===== src/rtl/vu_lane_memq.sv =====
// rtl/vu_lane_memq.sv - lane memory-side queues; `VU_MEMQ_BYPASS_EN enables empty-queue bypass on vsdq/vldq
module vu_lane_memq_fifo #(
    parameter int W     = 8,
    parameter int DEPTH = 8,
    parameter int CNT_W = 4
) (
    input  logic             clk,
    input  logic             reset,
    input  logic             push_i,
    input  logic [W-1:0]     wdata_i,
    input  logic             pop_i,
    output logic [W-1:0]     rdata_o,
    output logic [CNT_W-1:0] count_o
);
    localparam int PTR_W = $clog2(DEPTH);

    logic [W-1:0]     mem_q [DEPTH];
    logic [PTR_W-1:0] wptr_q, wptr_d, rptr_q, rptr_d;
    logic [CNT_W-1:0] cnt_q, cnt_d;

    always_comb begin
        wptr_d = push_i ? wptr_q + PTR_W'(1) : wptr_q;
        rptr_d = pop_i ? rptr_q + PTR_W'(1) : rptr_q;
        cnt_d  = cnt_q;
        if (push_i && !pop_i) begin
            cnt_d = cnt_q + CNT_W'(1);
        end else if (!push_i && pop_i) begin
            cnt_d = cnt_q - CNT_W'(1);
        end
    end

    always_ff @(posedge clk or negedge reset) begin
        if (!reset) begin
            wptr_q <= '0;
            rptr_q <= '0;
            cnt_q  <= '0;
        end else begin
            wptr_q <= wptr_d;
            rptr_q <= rptr_d;
            cnt_q  <= cnt_d;
        end
    end

    // Storage carries no reset; an empty queue masks its head to zero instead.
    always_ff @(posedge clk) begin
        if (push_i) begin
            mem_q[wptr_q] <= wdata_i;
        end
    end

    assign count_o = cnt_q;
    assign rdata_o = (cnt_q == '0) ? '0 : mem_q[rptr_q];
endmodule

module vu_lane_memq #(
    parameter int DATA_W = 65,
    parameter int ADDR_W = 32,
    parameter int DEPTH  = 8,
    parameter int CNT_W  = 4
) (
    input  logic              clk,
    input  logic              reset,
    input  logic              vsdq_val,
    input  logic [DATA_W-1:0] vsdq_bits,
    output logic              vsdq_deq_val,
    input  logic              vsdq_deq_rdy,
    output logic [DATA_W-1:0] vsdq_deq_bits,
    output logic [CNT_W-1:0]  vsdq_space,
    input  logic              vldq_enq_val,
    output logic              vldq_enq_rdy,
    input  logic [DATA_W-1:0] vldq_enq_bits,
    input  logic              vldq_rdy,
    output logic [DATA_W-1:0] vldq_bits,
    output logic [CNT_W-1:0]  vldq_count,
    input  logic              utaq_val,
    input  logic [ADDR_W-1:0] utaq_bits,
    input  logic              ut_op_store,
    input  logic              utsdq_val,
    input  logic [DATA_W-1:0] utsdq_bits,
    output logic [CNT_W-1:0]  utaq_space,
    output logic [CNT_W-1:0]  utsdq_space,
    output logic              ut_req_val,
    input  logic              ut_req_rdy,
    output logic              ut_req_store,
    output logic [ADDR_W-1:0] ut_req_addr,
    output logic [DATA_W-1:0] ut_req_data,
    input  logic              ut_resp_val,
    input  logic [DATA_W-1:0] ut_resp_bits,
    input  logic              utldq_rdy,
    output logic [DATA_W-1:0] utldq_bits,
    output logic [CNT_W-1:0]  utldq_space,
    output logic              err
);
    localparam logic [CNT_W-1:0] FULL   = CNT_W'(DEPTH);
    localparam logic [CNT_W:0]   FULL_X = (CNT_W+1)'(DEPTH);

    logic [CNT_W-1:0]  vsdq_cnt, vldq_cnt, utaq_cnt, utsdq_cnt, utldq_cnt;
    logic [DATA_W-1:0] vsdq_head, vldq_head, utsdq_head;
    logic [ADDR_W:0]   utaq_head;
    logic              vsdq_push, vsdq_pop, vldq_push, vldq_pop;
    logic              utaq_push, utaq_pop, utsdq_push, utsdq_pop, utldq_push, utldq_pop;
    logic              vsdq_byp, vldq_byp, req_fire, head_op;
    logic              ld_inc, rsp_dec, overflow, underflow;
    logic [CNT_W-1:0]  out_q, out_d;
    logic              err_q, err_d;
    logic [CNT_W:0]    utldq_used;

    wire vsdq_full   = (vsdq_cnt == FULL);
    wire vsdq_empty  = (vsdq_cnt == '0);
    wire vldq_full   = (vldq_cnt == FULL);
    wire vldq_empty  = (vldq_cnt == '0);
    wire utaq_full   = (utaq_cnt == FULL);
    wire utaq_empty  = (utaq_cnt == '0);
    wire utsdq_full  = (utsdq_cnt == FULL);
    wire utsdq_empty = (utsdq_cnt == '0);
    wire utldq_full  = (utldq_cnt == FULL);
    wire utldq_empty = (utldq_cnt == '0);

`ifdef VU_MEMQ_BYPASS_EN
    assign vsdq_byp = vsdq_empty & vsdq_val;
    assign vldq_byp = vldq_empty & vldq_enq_val;
`else
    assign vsdq_byp = 1'b0;
    assign vldq_byp = 1'b0;
`endif

    // Lane-driven pushes never write into a full queue, even alongside a pop.
    assign vsdq_push     = vsdq_val & ~vsdq_full & ~(vsdq_byp & vsdq_deq_rdy);
    assign vsdq_pop      = ~vsdq_empty & vsdq_deq_rdy;
    assign vsdq_deq_val  = ~vsdq_empty | vsdq_byp;
    assign vsdq_deq_bits = vsdq_byp ? vsdq_bits : vsdq_head;
    assign vsdq_space    = FULL - vsdq_cnt;

    assign vldq_enq_rdy  = ~vldq_full;
    assign vldq_push     = vldq_enq_val & vldq_enq_rdy & ~(vldq_byp & vldq_rdy);
    assign vldq_pop      = vldq_rdy & ~vldq_empty;
    assign vldq_bits     = vldq_byp ? vldq_enq_bits : vldq_head;
    assign vldq_count    = vldq_cnt;

    assign head_op       = utaq_head[ADDR_W];
    assign ut_req_val    = ~utaq_empty & (~head_op | ~utsdq_empty);
    assign ut_req_store  = head_op;
    assign ut_req_addr   = utaq_head[ADDR_W-1:0];
    assign ut_req_data   = head_op ? utsdq_head : '0;
    assign req_fire      = ut_req_val & ut_req_rdy;
    assign utaq_push     = utaq_val & ~utaq_full;
    assign utaq_pop      = req_fire;
    assign utsdq_push    = utsdq_val & ~utsdq_full;
    assign utsdq_pop     = req_fire & head_op;
    assign utaq_space    = FULL - utaq_cnt;
    assign utsdq_space   = FULL - utsdq_cnt;

    assign utldq_push    = ut_resp_val & ~utldq_full;
    assign utldq_pop     = utldq_rdy & ~utldq_empty;
    assign utldq_used    = {1'b0, utldq_cnt} + {1'b0, out_q};
    assign utldq_space   = (utldq_used >= FULL_X) ? '0 : FULL - utldq_used[CNT_W-1:0];

    assign ld_inc    = req_fire & ~head_op;
    assign rsp_dec   = ut_resp_val & (out_q != '0);
    assign overflow  = (vsdq_val & vsdq_full) | (utaq_val & utaq_full) |
                       (utsdq_val & utsdq_full) | (ut_resp_val & utldq_full);
    assign underflow = (vldq_rdy & vldq_empty & ~vldq_byp) | (utldq_rdy & utldq_empty);

    always_comb begin
        out_d = out_q;
        if (ld_inc && !rsp_dec) begin
            out_d = out_q + CNT_W'(1);
        end else if (!ld_inc && rsp_dec) begin
            out_d = out_q - CNT_W'(1);
        end
        err_d = err_q | overflow | underflow | (ut_resp_val & (out_q == '0));
    end

    always_ff @(posedge clk or negedge reset) begin
        if (!reset) begin
            out_q <= '0;
            err_q <= 1'b0;
        end else begin
            out_q <= out_d;
            err_q <= err_d;
        end
    end

    assign err = err_q;

    vu_lane_memq_fifo #(.W(DATA_W), .DEPTH(DEPTH), .CNT_W(CNT_W)) u_vsdq (
        .clk(clk), .reset(reset), .push_i(vsdq_push), .wdata_i(vsdq_bits),
        .pop_i(vsdq_pop), .rdata_o(vsdq_head), .count_o(vsdq_cnt));

    vu_lane_memq_fifo #(.W(DATA_W), .DEPTH(DEPTH), .CNT_W(CNT_W)) u_vldq (
        .clk(clk), .reset(reset), .push_i(vldq_push), .wdata_i(vldq_enq_bits),
        .pop_i(vldq_pop), .rdata_o(vldq_head), .count_o(vldq_cnt));

    vu_lane_memq_fifo #(.W(ADDR_W+1), .DEPTH(DEPTH), .CNT_W(CNT_W)) u_utaq (
        .clk(clk), .reset(reset), .push_i(utaq_push), .wdata_i({ut_op_store, utaq_bits}),
        .pop_i(utaq_pop), .rdata_o(utaq_head), .count_o(utaq_cnt));

    vu_lane_memq_fifo #(.W(DATA_W), .DEPTH(DEPTH), .CNT_W(CNT_W)) u_utsdq (
        .clk(clk), .reset(reset), .push_i(utsdq_push), .wdata_i(utsdq_bits),
        .pop_i(utsdq_pop), .rdata_o(utsdq_head), .count_o(utsdq_cnt));

    vu_lane_memq_fifo #(.W(DATA_W), .DEPTH(DEPTH), .CNT_W(CNT_W)) u_utldq (
        .clk(clk), .reset(reset), .push_i(utldq_push), .wdata_i(ut_resp_bits),
        .pop_i(utldq_pop), .rdata_o(utldq_bits), .count_o(utldq_cnt));
endmodule

===== config.mk =====
export PLATFORM = sky130hd
export DESIGN_NAME = vu_lane_memq
export DESIGN_NICKNAME = d
export VERILOG_FILES = /design/src/rtl/vu_lane_memq.sv
export SDC_FILE = /design/constraint.sdc
export NUM_CORES = 2
export LEC_CHECK = 0
export BUFFER_PORTS_ARGS = -buffer_cell sky130_fd_sc_hd__buf_2
export CORE_ASPECT_RATIO = 1.25
export CORE_MARGIN = 10
export CORE_UTILIZATION = 65
export CTS_CLUSTER_SIZE = 24
export DETAILED_ROUTE_END_ITERATION = 8
export PLACE_DENSITY = 0.85
export REMOVE_ABC_BUFFERS = 1
export SETUP_SLACK_MARGIN = 0.02
export SYNTH_ARGS = -nofsm -noshare
export SYNTH_HDL_FRONTEND = slang
export SYNTH_SLANG_ARGS = --single-unit

===== constraint.sdc =====
create_clock -name clk -period 17.05 [get_ports clk]
set_input_delay 0.8525 -clock clk [delete_from_list [all_inputs] [get_ports clk]]
set_output_delay 0.8525 -clock clk [all_outputs]
set_load 0.01 [all_outputs]

==> flow_summary_export.csv <==
group,metric,value,unit
routing,dr.pass1.iters,6,
routing,ant_nets,0,
cells_and_area,drive_gt1_frac,0.3347,
power,p_leak,35.22,nW
sta,fin_crit_sh,0.3387,
synthesis,synth_area_leaders,"edfxtp_1 76%, mux4_2 14%, mux2i_1 3.3%, dfrtp_1 1.5%, nor2_1 1.4%",
sta,final.setup.tns,0,ns
clock_network,post_cts_buffers,0,
synthesis,synth_largest_area_cell,"edfxtp_1",
worst_setup_path,critPathMaxFanout,47,
synthesis,synth-edff-count,2344,
sta,fin_crit,5.774,ns
worst_setup_path,crit_arrival,4.92,ns
sta,hold_violations,0,
die,die_h,441.3,µm
worst_setup_path,critPathKind,"register to output port",
global_routing,grt_util_all_layers,0.2946,
sta,rsz0062_at_grt,"no",
global_routing,globalRouteOverflowTotal,0,
worst_setup_path,cp-start-kind,"register",
clock_network,clkTransAtPathRegs,0.06,ns
clock_network,cts_max_level,4,
worst_setup_path,worstPathCellList,"buf_4 > buf_4 > mux4_2 > mux2i_1 > nor2_1 > buf_2",
global_routing,grt_pass1_vias,47840,
sta,fin_skew,0.05303,ns
die,start_util,0.6545,
place,globalplace.congestion,0.7823,
sta,clock.fmax,0.1732,GHz
synthesis,synth_seq_cells,2399,
synthesis,synthCells,4074,
clock_network,clock_latency,0.87,ns
cells_and_area,syn_to_final_growth,13.31,%
clock_network,clock_sinks,2399,
die,placementRows,154,
sta,max_slew_margin,0.2224,
status,status,"finished clean",
sta,setup_violations,0,
worst_setup_path,required,16.20,ns
power,ir_drop,0.0001762,V
clock_network,cts_tree,"yes",
routing,routed_via_density,6.652,
clock_network,clock_path_buffers,3,
synthesis,synth_cell_types,45,
worst_setup_path,worst_setup_path_end_kind,"output port",
worst_setup_path,critPathMaxStageDelay,1.00,ns
synthesis,synthArstFlopShare,0.02293,
routing,drtIter0Drc,5360,
clock_network,cts_buffers,210,
die,core,141000,µm²
routing,via_count,45890,
cells_and_area,nets,5120,
sta,drv_slew,0,
worst_setup_path,path_common_cell,"buf_4",
synthesis,synth.cell_area,92320,µm²
run,cap_violations,0,
cells_and_area,fill_cells,7146,
power,cellPowerDensity,182.6,nW/µm²
clock_network,cts_resized,0,
global_routing,antenna_found_initial,86,
global_routing,grt_pass1_wl,336.5,mm
hold_path,hp-class,"input port to async pin",
routing,totalWireLength,230.3,mm
routing,wl_per_cell,33.38,µm
synthesis,yosys_warnings,0,
die,die_x,357.1,µm
synthesis,synth_top_area_share,0.7625,
routing,drc,0,
power,p_total,0.01910,W
place,port_buffers,620,
cells_and_area,layout_common_cells,"2344 x edfxtp_1, 620 x buf_2, 584 x mux4_2",
clock_network,cts-root-buf,"clkbuf_16",
worst_setup_path,slowest_stage,"dfrtp_4",
die,ios,621,
synthesis,avgSynthCellArea,22.66,µm²
sta,worst_pin_slew,1.166,ns
clock_network,holdBufCountCts,0,
synthesis,ys.flop_type,"edfxtp_1",
cells_and_area,final_common_cell,"edfxtp_1",
die,die_area,157600,µm²
synthesis,yosysSeqAreaShare,0.7774,
place,dp_hpwl,121.0,mm
global_routing,grt_max_degree,119,
## power breakdown
part | total, W | internal, W | switching (W)
Clock | 0.00474 | 0.00259 | 0.00216
Combinational | 0.00627 | 0.00265 | 0.00362
Sequential | 0.00809 | 0.00745 | 0.000637
Total | 0.0191 | 0.0127 | 0.00642
## Yosys cell counts, types with 7 or more instances
master and number:
a21o_1 7, xnor2_1 34, ha_1 36, edfxtp_1 2344
nand2_1 23, dfrtp_1 55, mux2_2 13, o21ai_0 7
inv_1 18, nand2b_1 20, mux2i_1 301, a21oi_1 9
nor2_1 341, buf_1 19, mux4_2 584, clkbuf_1 59
buf_6 8, buf_4 45, nor3_1 14, fa_1 7
buf_2 76, xor2_1 12, nor2b_1 7
## final timing paths
kind	end	depth (start not counted)	slack [ns]	start
max in group asynchronous	u_utsdq.rptr_q[0]	2	16.17	reset
worst min-delay path	u_vldq.count_o[1]	2	0.17	reset
min in group clk	u_utldq.mem_q[3][17]	1	0.25	ut_resp_bits[17]
worst max-delay path	utldq_bits[1]	6	11.28	u_utldq.rptr_q[0]
worst min register to register	u_vldq.wptr_q[0]	1	0.52	u_vldq.wptr_q[0]
worst max register to register	u_utaq.count_o[3]	12	12.60	u_utaq.rptr_q[0]
## logic make-up (layout without fill, tap and decap cells)
logic type,after synthesis,in the layout,synth area share
other,0,73,0
XOR/XNOR,46,46,0.004364
buffers and inverters,225,1105,0.01266
flip-flops,2399,2399,0.7774
AO/OA/AOI/OAI,34,34,0.002724
AND/OR/NAND/NOR,425,425,0.01923
multiplexers,902,902,0.1773
adder cells (fa/ha/maj),43,43,0.006397
## worst max-delay path: cells and delay by family (launching register included)
family / cells / cell delay [ns]
buffers and inverters: 3 / 1.90
flip-flops: 1 / 1.00
multiplexers: 2 / 0.94
AND/OR/NAND/NOR: 1 / 0.11
## stage by stage
stage / area [µm²] / worst slack [ns] / hold WS [ns] / utilization / cells
2_1_floorplan: 91220 / 10.07 / 0.4745 / - / 3867
6_report: 104600 / 11.28 / 0.1748 / 0.7416 / 6899
4_1_cts: 104400 / 11.10 / 0.1672 / 0.7403 / 6826
3_3_place_gp: 97600 / 12.13 / 0.4873 / 0.6920 / 6433
5_1_grt: 104500 / 10.84 / 0.2171 / 0.7410 / 6864
3_5_place_dp: 97600 / 12.08 / 0.5036 / 0.6920 / 6433
## sequential cells by signal, indices dropped and copies added (netlist names), 264 cells and up
name           count
u_utaq.mem_q     264
u_utldq.mem_q    520
u_utsdq.mem_q    520
u_vldq.mem_q     520
u_vsdq.mem_q     520
## cell type report
type	count	area, µm²	share of cell area
clock inverters	141	1405	0.01343
multi-input cells	1450	19700	0.1883
inverters	18	67.56	0.0006459
repair buffers	694	3684	0.03521
clock buffers	252	5413	0.05174
flip-flops and latches	2399	71820	0.6865
diodes	73	182.7	0.001746
well taps	1872	2342	0.02239
## routing by layer
layer  global-route usage  vias to the layer above  wire length [µm]
li1                     -                    18320                 -
met1               0.3762                    23990             79060
met2               0.4838                     2968            117600
met3              0.07983                      545             23880
met4               0.1212                       72              9259
met5                    0                        -               455
Note: power is estimated with default switching activity, not from simulation.
